## config.mk

```make
export PLATFORM = sky130hd
export DESIGN_NAME = lfsr_rng_bank
export DESIGN_NICKNAME = d
export VERILOG_FILES = /design/src/rtl/lfsr_rng_bank.sv
export SDC_FILE = /design/constraint.sdc
export NUM_CORES = 1
export LEC_CHECK = 0
export CORE_UTILIZATION = 30
export CTS_CLUSTER_SIZE = 28
export DETAILED_ROUTE_END_ITERATION = 10
export GPL_TIMING_DRIVEN = 0
export SETUP_SLACK_MARGIN = 0.02
export SYNTH_ARGS = -nofsm -noshare
export SYNTH_HDL_FRONTEND = slang
export SYNTH_SLANG_ARGS = --single-unit
export TNS_END_PERCENT = 30
```

## constraint.sdc

```tcl
create_clock -name i_Clk -period 9.25 [get_ports i_Clk]
set_input_delay 1.85 -clock i_Clk [delete_from_list [all_inputs] [get_ports i_Clk]]
set_output_delay 1.85 -clock i_Clk [all_outputs]
set_load 0.01 [all_outputs]
```

## src/rtl/lfsr_rng_bank.sv

```systemverilog
// rtl/lfsr_rng_bank.sv - multi-channel Fibonacci LFSR bank with warm-up and valid/ready output
module lfsr_rng_bank #(
  parameter int          NUM_BITS      = 32,
  parameter int          NUM_CHAN      = 4,
  parameter logic [31:0] SEED_STRIDE   = 32'h9E3779B9,
  parameter int          WARMUP_CYCLES = 16
) (
  input  logic                         i_Clk,
  input  logic                         i_Rst,
  input  logic [NUM_BITS-1:0]          i_Seed_Data,
  input  logic                         i_Seed_DV,
  output logic [NUM_CHAN*NUM_BITS-1:0] o_LFSR_Data,
  output logic                         o_Valid,
  input  logic                         i_Ready,
  output logic [NUM_CHAN-1:0]          o_LFSR_Done,
  output logic                         o_Busy
);

  localparam int W  = NUM_BITS;
  localparam int DW = NUM_CHAN * NUM_BITS;

  // Maximal-length tap masks, one bit set per feedback tap.
  localparam logic [31:0] TAPS =
    (NUM_BITS == 4)  ? 32'h0000_0009 :
    (NUM_BITS == 8)  ? 32'h0000_00B8 :
    (NUM_BITS == 16) ? 32'h0000_D008 :
    (NUM_BITS == 24) ? 32'h00E1_0000 :
                       32'h8020_0003;

  localparam logic [15:0] WARMUP_LAST =
    (WARMUP_CYCLES > 0) ? 16'(WARMUP_CYCLES - 1) : 16'd0;

  if (!(NUM_BITS == 4 || NUM_BITS == 8 || NUM_BITS == 16 ||
        NUM_BITS == 24 || NUM_BITS == 32)) begin : g_bad_bits
    $error("lfsr_rng_bank: NUM_BITS must be one of 4, 8, 16, 24, 32");
  end
  if (NUM_CHAN < 1 || NUM_CHAN > 16) begin : g_bad_chan
    $error("lfsr_rng_bank: NUM_CHAN must be in 1..16");
  end
  if (WARMUP_CYCLES < 0 || WARMUP_CYCLES > 65535) begin : g_bad_warmup
    $error("lfsr_rng_bank: WARMUP_CYCLES must be in 0..65535");
  end

  typedef enum logic [1:0] {
    S_RESET  = 2'd0,
    S_WARMUP = 2'd1,
    S_RUN    = 2'd2
  } state_e;

  state_e              fsm_q;
  logic [DW-1:0]       lfsr_q;
  logic [DW-1:0]       seed_q;
  logic [15:0]         cnt_q;
  logic                valid_q;
  logic                busy_q;
  logic [NUM_CHAN-1:0] done_q;

  logic [DW-1:0]       seed_d;
  logic [DW-1:0]       lfsr_d;
  logic [NUM_CHAN-1:0] hit;

  // Per-channel derived seeds, one-step successor state, and period-match flags.
  always_comb begin
    seed_d = '0;
    lfsr_d = '0;
    hit    = '0;
    for (int k = 0; k < NUM_CHAN; k++) begin
      seed_d[k*W +: W] = i_Seed_Data ^ W'(32'(k) * SEED_STRIDE);
      // All-zero would lock the register, so it is nudged to 1.
      if (seed_d[k*W +: W] == '0) seed_d[k*W +: W] = W'(1);
      lfsr_d[k*W +: W] = {lfsr_q[k*W +: W-1], ^(lfsr_q[k*W +: W] & TAPS[W-1:0])};
      hit[k] = (lfsr_d[k*W +: W] == seed_q[k*W +: W]);
    end
  end

  // Control FSM: reset/reseed load, warm-up stepping, handshake-driven stepping.
  always_ff @(posedge i_Clk) begin
    if (i_Rst) begin
      fsm_q   <= S_RESET;
      lfsr_q  <= seed_d;
      seed_q  <= seed_d;
      cnt_q   <= '0;
      valid_q <= 1'b0;
      busy_q  <= 1'b0;
      done_q  <= '0;
    end else if (i_Seed_DV) begin
      // Reseed wins over a coinciding handshake: the word is consumed, no step.
      lfsr_q <= seed_d;
      seed_q <= seed_d;
      cnt_q  <= '0;
      done_q <= '0;
      if (WARMUP_CYCLES > 0) begin
        fsm_q   <= S_WARMUP;
        valid_q <= 1'b0;
        busy_q  <= 1'b1;
      end else begin
        fsm_q   <= S_RUN;
        valid_q <= 1'b1;
        busy_q  <= 1'b0;
      end
    end else begin
      case (fsm_q)
        S_RESET: begin
          done_q <= '0;
          cnt_q  <= '0;
          if (WARMUP_CYCLES > 0) begin
            fsm_q   <= S_WARMUP;
            valid_q <= 1'b0;
            busy_q  <= 1'b1;
          end else begin
            fsm_q   <= S_RUN;
            valid_q <= 1'b1;
            busy_q  <= 1'b0;
          end
        end
        S_WARMUP: begin
          lfsr_q <= lfsr_d;
          done_q <= hit;
          cnt_q  <= cnt_q + 16'd1;
          if (cnt_q == WARMUP_LAST) begin
            fsm_q   <= S_RUN;
            valid_q <= 1'b1;
            busy_q  <= 1'b0;
          end
        end
        S_RUN: begin
          if (valid_q && i_Ready) begin
            lfsr_q <= lfsr_d;
            done_q <= hit;
          end else begin
            done_q <= '0;
          end
        end
        default: begin
          fsm_q   <= S_RESET;
          valid_q <= 1'b0;
          busy_q  <= 1'b0;
          done_q  <= '0;
        end
      endcase
    end
  end

  assign o_LFSR_Data = lfsr_q;
  assign o_Valid     = valid_q;
  assign o_Busy      = busy_q;
  assign o_LFSR_Done = done_q;

endmodule

```

Word-level counts from Yosys, hierarchy flattened
Index checks and enable logic that the tools add are counted.
- add/subtract/negate cells: 1
- eq/ne operators: 11
- multiplexer cells: 21
- bitwise logic cells: 4
- reduce and logical (&&, ||, !) cells: 17
- operators with widths (kind ; count):
    $mux W128 ; 5
    $pmux W128 S2 ; 1
    $eq A32 B32 Y1 ; 4
    $logic_not A32 Y1 ; 4
    $mux W32 ; 4
    $reduce_xor A32 Y1 ; 4
    $pmux W16 S2 ; 1
    $not A20 Y20 ; 1
    $not A19 Y19 ; 1
    $not A18 Y18 ; 1
    $add A16 B1 Y16 const B ; 1
    $eq A16 B4 Y1 const B ; 1
    $pmux W4 S2 ; 1
    $pmux W2 S3 ; 1
    $reduce_and A2 Y1 ; 3
    $mux W1 ; 4
    $mux W4 ; 1
    $ne A2 B2 Y1 const B ; 2
    $ne A4 B4 Y1 const B ; 1
    $reduce_bool A2 Y1 ; 2
    $reduce_bool A4 Y1 ; 1
    $ne A3 B3 Y1 const B ; 1
    $pmux W1 S3 ; 1
    $eq A2 B1 Y1 const B ; 1
    other kinds (7) ; 7
- register bits: 280
- input bits: 36
- output and inout bits: 134
- logic and storage cells: 62

Logic depth before layout (Yosys ltp)
Gate-level depths: netlist of run 1.
- word-level depth: 5
- gate-level depth with buffers: 7
- gate-level depth less buffers: 6

Worst setup path before layout of run 1
OpenSTA, ideal clock, no wires.
- path type: input to register
- start point: in i_Seed_DV
- end point: reg lfsr_q[100] (netlist: o_LFSR_Data[100]) (data pin)
- setup time: 0.153 ns
- arrival: 6.377 ns
- data required time: 9.097 ns
- path slack: 2.720 ns
- stages on the path: 6
- buffers on the path: 2
- cell sequence: nor2_1 inv_1 clkbuf_1 clkbuf_1 nand2_1 nand2_1
- word-level cells in the longest chain between the ends: 2
- ends and longest elaborated chain (what ; line ; text):
    from (decl) ; 11 ; input logic i_Seed_DV,
    $mux W128 ; 86 ; end else if (i_Seed_DV) begin
    $mux W128 ; 78 ; if (i_Rst) begin
    to (signal assigned) ; 117 ; lfsr_q <= lfsr_d;
    to (signal assigned) ; 128 ; lfsr_q <= lfsr_d;
    to (decl) ; 51 ; logic [DW-1:0] lfsr_q;
Every way passes these cells.
A chain may end at the register's enable or synchronous reset.

Worst setup path after layout of run 1
- start point: in i_Rst
- end point: reg lfsr_q[29] (netlist: o_LFSR_Data[29]), enable pin
- word-level cells in the longest chain between the ends: 2
- elaborated cells on any way between the ends: 3
- those cells by class: eq/ne (1); reduce/logical (2)
- ends and longest elaborated chain (what ; line ; text):
    from (decl) ; 9 ; input logic i_Rst,
    $ne A4 B4 Y1 (no source line) / $reduce_bool A4 Y1 (equally long branches) ; - ;
    $reduce_and A2 Y1 (no source line) * ; - ;
Every way passes the cells marked *; elsewhere a longest branch is shown, timed or not.

==> metrics.txt, run 1 <==
Min Hold Slack=0.481 ns; Worst Hold Class=register to register; Post-Place Worst Slack=3.96 ns; leakage power=6.08 nW; Die Height=204 µm; Total GRT Usage=19.5%; IO Count=170; share of layout cells above drive strength 1=5.45%; Final setup viols=0; area of placed instances=14700 µm²; ys flop type=edfxtp_1; run status=finished clean; IO buf count=164; initial DRC count=1165; clock tree from TritonCTS=yes; core area=40000 µm²; Worst Hold Launch=cnt_q[15]; vias per inst=4.91; R2R depth=7; number of diodes=0; Die Wd=204 µm; Final #Nets=1245; Initial Util=a little under a third; Hold Path End=cnt_q[15]; Row Count=73; initial antenna violation count=0; syn_nets=1045; actual slew at the worst max-slew pin=around 1.3 ns; GPL Wtd Cong=0.912; Area Growth Syn to Fin=28.0%; Top delay family on crit path=buffers and inverters; unrepaired setup endpoints after global routing=no; fin crit share=50.5%; Achievable Freq=roughly 210 MHz; cts hold-fix bufs=0; crit path DAT=4.96 ns; largest cells by area after synthesis=edfxtp_1 (63%), xor2_1 (9.7%), nand2_1 (5.9%); Syn. warnings=0; Max-Cap Viols=0; remaining antenna violation count=0; Wirelength per Cell=23.5 µm; Clk Tree Root Cell=clkbuf_16; Clk Latency, worst-skew pair=0.56 ns; critical path type=input pin to register; Post-DP HPWL=30500 µm; commonest non-fill, non-tap cells in the layout=edfxtp_1 (256), nand2_1 (191), clkdlybuf4s50_1 (164), xor2_1 (135), clkbuf_1 (92); Period minus WS final=about 4.7 ns; Buf/Inv on CP=6; flop2flop setup slack=~6.1 ns; router iterations before antenna repair=5; worst clock skew=0.0170 ns; GR Overflow Total=0; Mapped Area=between 10000 and 15000 µm²; CTS clk-pin slew, worst paths=approximately 0.06 ns; number of global-route vias before repair=about 8300; first-pass GRT wire length=between 50000 and 60000 µm; DR vias=approximately 8600; Critical Path RT=9.53 ns; critical path cell sequence=clkdlybuf4s50_1 > nor2_1 > clkbuf_8 > clkbuf_1 > clkbuf_1 > nand2_4 > buf_16 > buf_16; # DRC=0; critical path's slowest cell=clkbuf_1; GR Util met3=3.73%; post-CTS resize count=0; fin. max-slew vios=0; Final Hold Viols=0; most common cell after layout, fill and taps aside=edfxtp_1; EDFF count, synth=256; WL final=41200 µm; R2R Path End=o_LFSR_Done[2]; cell count after synthesis=1005; design area=approximately 16000 µm²; met2 GRT Util=between 30 and 40%; Yosys top cell area share=62.8%; Peak VDD IR=122 µV; flops & latches, synth=278; Startpoint Class=input pin; Critical Path Max Stage Delay=0.65 ns; Setup Fix Bufs, Post-CTS=0; met1 usage=between 20% and 30%; PnR worst setup slack=4.58 ns; worst setup path startpoint=i_Rst; CTS sink cnt=278; pwr dens=about 210 nW/µm²; busiest grt layer=met2; post-synth cell types=45; hold depth=2; Worst R2R Start=fsm_q[1]; largest net degree at the start of global routing=64; top cell type by total area after synthesis=edfxtp_1; Seq/Total Area, Yosys=66.4%; max_slew headroom=12.7%; critical path fanouts, max=57; CTS H-tree depth=1; Longest Clk Path Bufs=3; Post-Syn Area per Cell=12.2 µm²; full die area=41600 µm²; ys async rst share=0%; crit end category=register; cts bufs inserted=30
==> metal layers <==
layer / routed length, µm / vias up
li1: - / 3849
met1: 17400 / 4267
met2: 19000 / 441
met3: 3870 / 50
met4: 979 / 0
met5: 0 / -
==> final cells by class <==
cell class              count  area, µm²
plain buffers             100        430
repair buffers            168       1750
flip-flops and latches    278       8130
inverters                  61        229
well taps                 525        657
clock inverters            12       87.6
multi-input cells         566       3460
clock buffers              44        915
fillers                  3868      24300
==> synthesized netlist by cell type, types with 2 or more instances <==
| cell | n |
|---|---|
| inv_1 | 61 |
| nand3_1 | 12 |
| mux2i_1 | 2 |
| clkbuf_1 | 89 |
| or4bb_1 | 2 |
| dlygate4sd1_1 | 3 |
| or4_1 | 4 |
| xnor2_1 | 14 |
| xor2_1 | 135 |
| a21oi_1 | 2 |
| a22oi_1 | 2 |
| a31oi_1 | 3 |
| buf_1 | 2 |
| a21o_1 | 28 |
| nand2b_1 | 2 |
| or2_2 | 2 |
| nor3b_1 | 3 |
| edfxtp_1 | 256 |
| nor3_1 | 13 |
| buf_2 | 2 |
| nor2_1 | 23 |
| nand4_1 | 18 |
| o21a_1 | 12 |
| nor4_1 | 41 |
| nand2_1 | 192 |
| and3_1 | 5 |
| and4_1 | 3 |
| o21ai_0 | 31 |
| clkbuf_8 | 3 |
| ha_1 | 4 |
| dfxtp_1 | 22 |
==> cells by family (layout without fill, tap and decap cells) <==
| kind of cell | Yosys count | in the layout | synth area share (%) |
|---|---|---|---|
| AO/OA/AOI/OAI | 86 | 86 | 4.67 |
| XOR/XNOR | 149 | 149 | 10.7 |
| adder cells (fa/ha/maj) | 4 | 4 | 0.409 |
| buffers and inverters | 161 | 385 | 5.36 |
| flip-flops | 278 | 278 | 66.4 |
| multiplexers | 2 | 2 | 0.164 |
| AND/OR/NAND/NOR | 325 | 325 | 12.3 |
==> per-stage QoR <==
step	total power [W]	TNS, ns	instances	utilization [%]
after floorplan	0.00185	0	1005	-
after detailed placement	0.00215	0	1698	36.6
final	0.00333	0	1754	39.1
after global placement	0.00216	-29.65	1694	36.3
after global routing	0.00344	0	1754	39.1
after CTS	0.00335	0	1754	39.1
==> where the power goes <==
part | internal [W] | switching [W]
Combinational | 0.000219 | 0.000276
Clock | 0.000709 | 0.000495
Sequential | 0.00152 | 0.000121
==> worst min-delay path: stages (launching register included) <==
cell     delay [ns]
dfxtp_1        0.32
nand2_1        0.06
mux2i_1        0.05
==> how the worst max path moves through the flow <==
stage	endpoint	cells after the start
floorplan	o_LFSR_Data[100]	6
global placement	o_LFSR_Data[11]	7
detailed placement	o_LFSR_Data[62]	8
CTS	o_LFSR_Data[29]	8
global route	o_LFSR_Data[29]	8
finish	o_LFSR_Data[29]	8
==> sequential cells by signal (all words and copies together), names as in the netlist <==
name         flops
seed_q         128
cnt_q           16
fsm_q            2
o_LFSR_Data    128
o_LFSR_Done      4
No activity file was read; power rests on OpenSTA's default activity.
==> run 2: changes to the inputs <==
==> constraint.sdc (replaced) <==
create_clock -name i_Clk -period 4.8 [get_ports i_Clk]
set_input_delay 0.96 -clock i_Clk [delete_from_list [all_inputs] [get_ports i_Clk]]
set_output_delay 0.96 -clock i_Clk [all_outputs]
set_load 0.01 [all_outputs]
==> run 2 against run 1 <==
Against the previous run: die area unchanged; critical path depth unchanged; via count up 1.6%; power up 91%; clock power up 88%; core utilization down 0.21 points; global-route usage up 0.38 points; hold slack worse by 0.0029 ns; sequential share of layout area up 0.28 points; highest routed layer unchanged; worst setup slack worse by 3.5 ns.
==> metrics.txt, run 2 (same netlist as run 1, synthesis figures left out) <==
# DRC=0 (unchanged); Period minus WS final=around 3.7 ns; most common cell after layout, fill and taps aside=edfxtp_1; worst clock skew=0.0148 ns (-0.00217 ns); share of layout cells above drive strength 1=4.40% (-1.1 points); initial antenna violation count=0 (unchanged); CTS clk-pin slew, worst paths=0.06 ns (about the same); Total GRT Usage=19.9% (+0.38 points); Die Wd=204 µm (unchanged); Area Growth Syn to Fin=27.3%; actual slew at the worst max-slew pin=1.44 ns (+0.130 ns); Startpoint Class=input pin; leakage power=6.03 nW (-0.92%); crit end category=register; first-pass GRT wire length=58500 µm (+0.95%); CTS H-tree depth=1 (unchanged); GPL Wtd Cong=0.892 (-2.2%); WL final=42100 µm (+2.2%); crit path DAT=4.00 ns (-0.96 ns); Final setup viols=0 (unchanged); cts hold-fix bufs=0 (unchanged); critical path fanouts, max=56 (-1.8%); remaining antenna violation count=0 (unchanged); clock tree from TritonCTS=yes; Final #Nets=1244 (-0.080%); core area=40000 µm² (unchanged); fin crit share=just under 80%; GR Overflow Total=0 (unchanged); Die Height=204 µm (unchanged); Row Count=73 (unchanged); run status=finished clean; full die area=41600 µm² (unchanged); Worst Hold Class=register to register; critical path type=input pin to register; Post-Layout Cell Count=1753 (-0.057%); Clk Latency, worst-skew pair=0.56 ns (about the same); Achievable Freq=268 MHz; commonest non-fill, non-tap cells in the layout=edfxtp_1 (256), nand2_1 (191), clkdlybuf4s50_1 (164), xor2_1 (135), clkbuf_1 (104); design area=15600 µm² (-0.53%); Initial Util=30.6% (unchanged); unrepaired setup endpoints after global routing=no; cts bufs inserted=30 (unchanged); area of placed instances=14600 µm² (-0.15%); number of global-route vias before repair=8295 (-0.41%); Final Hold Viols=0 (unchanged); number of diodes=0 (unchanged); Wirelength per Cell=24.0 µm (+2.3%); Peak VDD IR=281 µV (+130%); total power=0.00636 W (+91%); Longest Clk Path Bufs=3 (unchanged); IO Count=170 (unchanged); max_slew headroom=3.99% (-8.7 points); pwr dens=408 nW/µm² (+92%); largest net degree at the start of global routing=102 (+59%); IO buf count=164 (unchanged); DR vias=8742 (+1.6%); vias per inst=4.99 (+1.6%); initial DRC count=844 (-28%); Post-DP HPWL=30700 µm (+0.58%); CTS sink cnt=278 (unchanged); post-CTS resize count=0 (unchanged); fin. max-slew vios=0 (unchanged); router iterations before antenna repair=5 (unchanged); placed cells=1697 (-0.059%); Setup Fix Bufs, Post-CTS=0 (unchanged); Max-Cap Viols=0 (unchanged); Clk Tree Root Cell=clkbuf_16; Critical Path RT=5.07 ns (-4.46 ns)
==> run 2: cell types whose count changed in the layout (fill, tap and decap cells not counted), sizes merged <==
cell      before  now
clkinv         9    3
clkbuf       136  143
clkinvlp       2    1
buf            9    8
==> run 2: power by group <==
group	switching, W	leakage, nW	internal [W]	total, W
Clock	0.000944	0.451	0.00130	0.00225
Combinational	0.000541	2.75	0.000420	0.000961
Sequential	0.000231	2.83	0.00292	0.00315
==> run 2: path summary, 6_finish.rpt <==
check,from,endpoint,slack [ns],cells after the start
max reg2reg,fsm_q[1],o_LFSR_Done[3],1.54,7
min reg2reg,cnt_q[15],cnt_q[15],0.48,2
max,i_Rst,o_LFSR_Data[29],1.07,8
min,cnt_q[15],cnt_q[15],0.48,2
==> run 2: worst max-delay path: stages <==
cell             delay (ns)
clkdlybuf4s50_1        0.47
nor2_1                 0.23
clkbuf_8               0.21
clkbuf_1               0.36
clkbuf_1               0.71
nand2_4                0.39
buf_16                 0.34
buf_16                 0.26
==> run 2: area by class of cell <==
class / count / area, µm²
fillers: 3872 / 24400
flip-flops and latches: 278 / 8130
multi-input cells: 566 / 3460
repair buffers: 167 / 1720
clock buffers: 51 / 891
well taps: 525 / 657
plain buffers: 100 / 437
inverters: 61 / 229
clock inverters: 5 / 50.0
==> run 2: metrics by stage <==
stage / utilization [%] / hold WS (ns) / worst slack, ns / setup TNS, ns
2_1_floorplan: - / 0.442 / -0.316 / -40.39
3_3_place_gp: 36.3 / 0.465 / -3.31 / -525.28
5_1_grt: 38.9 / 0.506 / 0.895 / 0
4_1_cts: 38.9 / 0.480 / 1.07 / 0
6_report: 38.9 / 0.479 / 1.07 / 0
3_5_place_dp: 36.6 / 0.468 / 0.515 / 0
==> run 2: per-layer routing <==
layer	wire length, µm	vias to the layer above	GRT usage [%]
met4	957	0	4.69
met2	19600	449	32.1
met3	4090	55	4.67
met1	17500	4397	27.0
li1	-	3841	-
met5	0	-	0
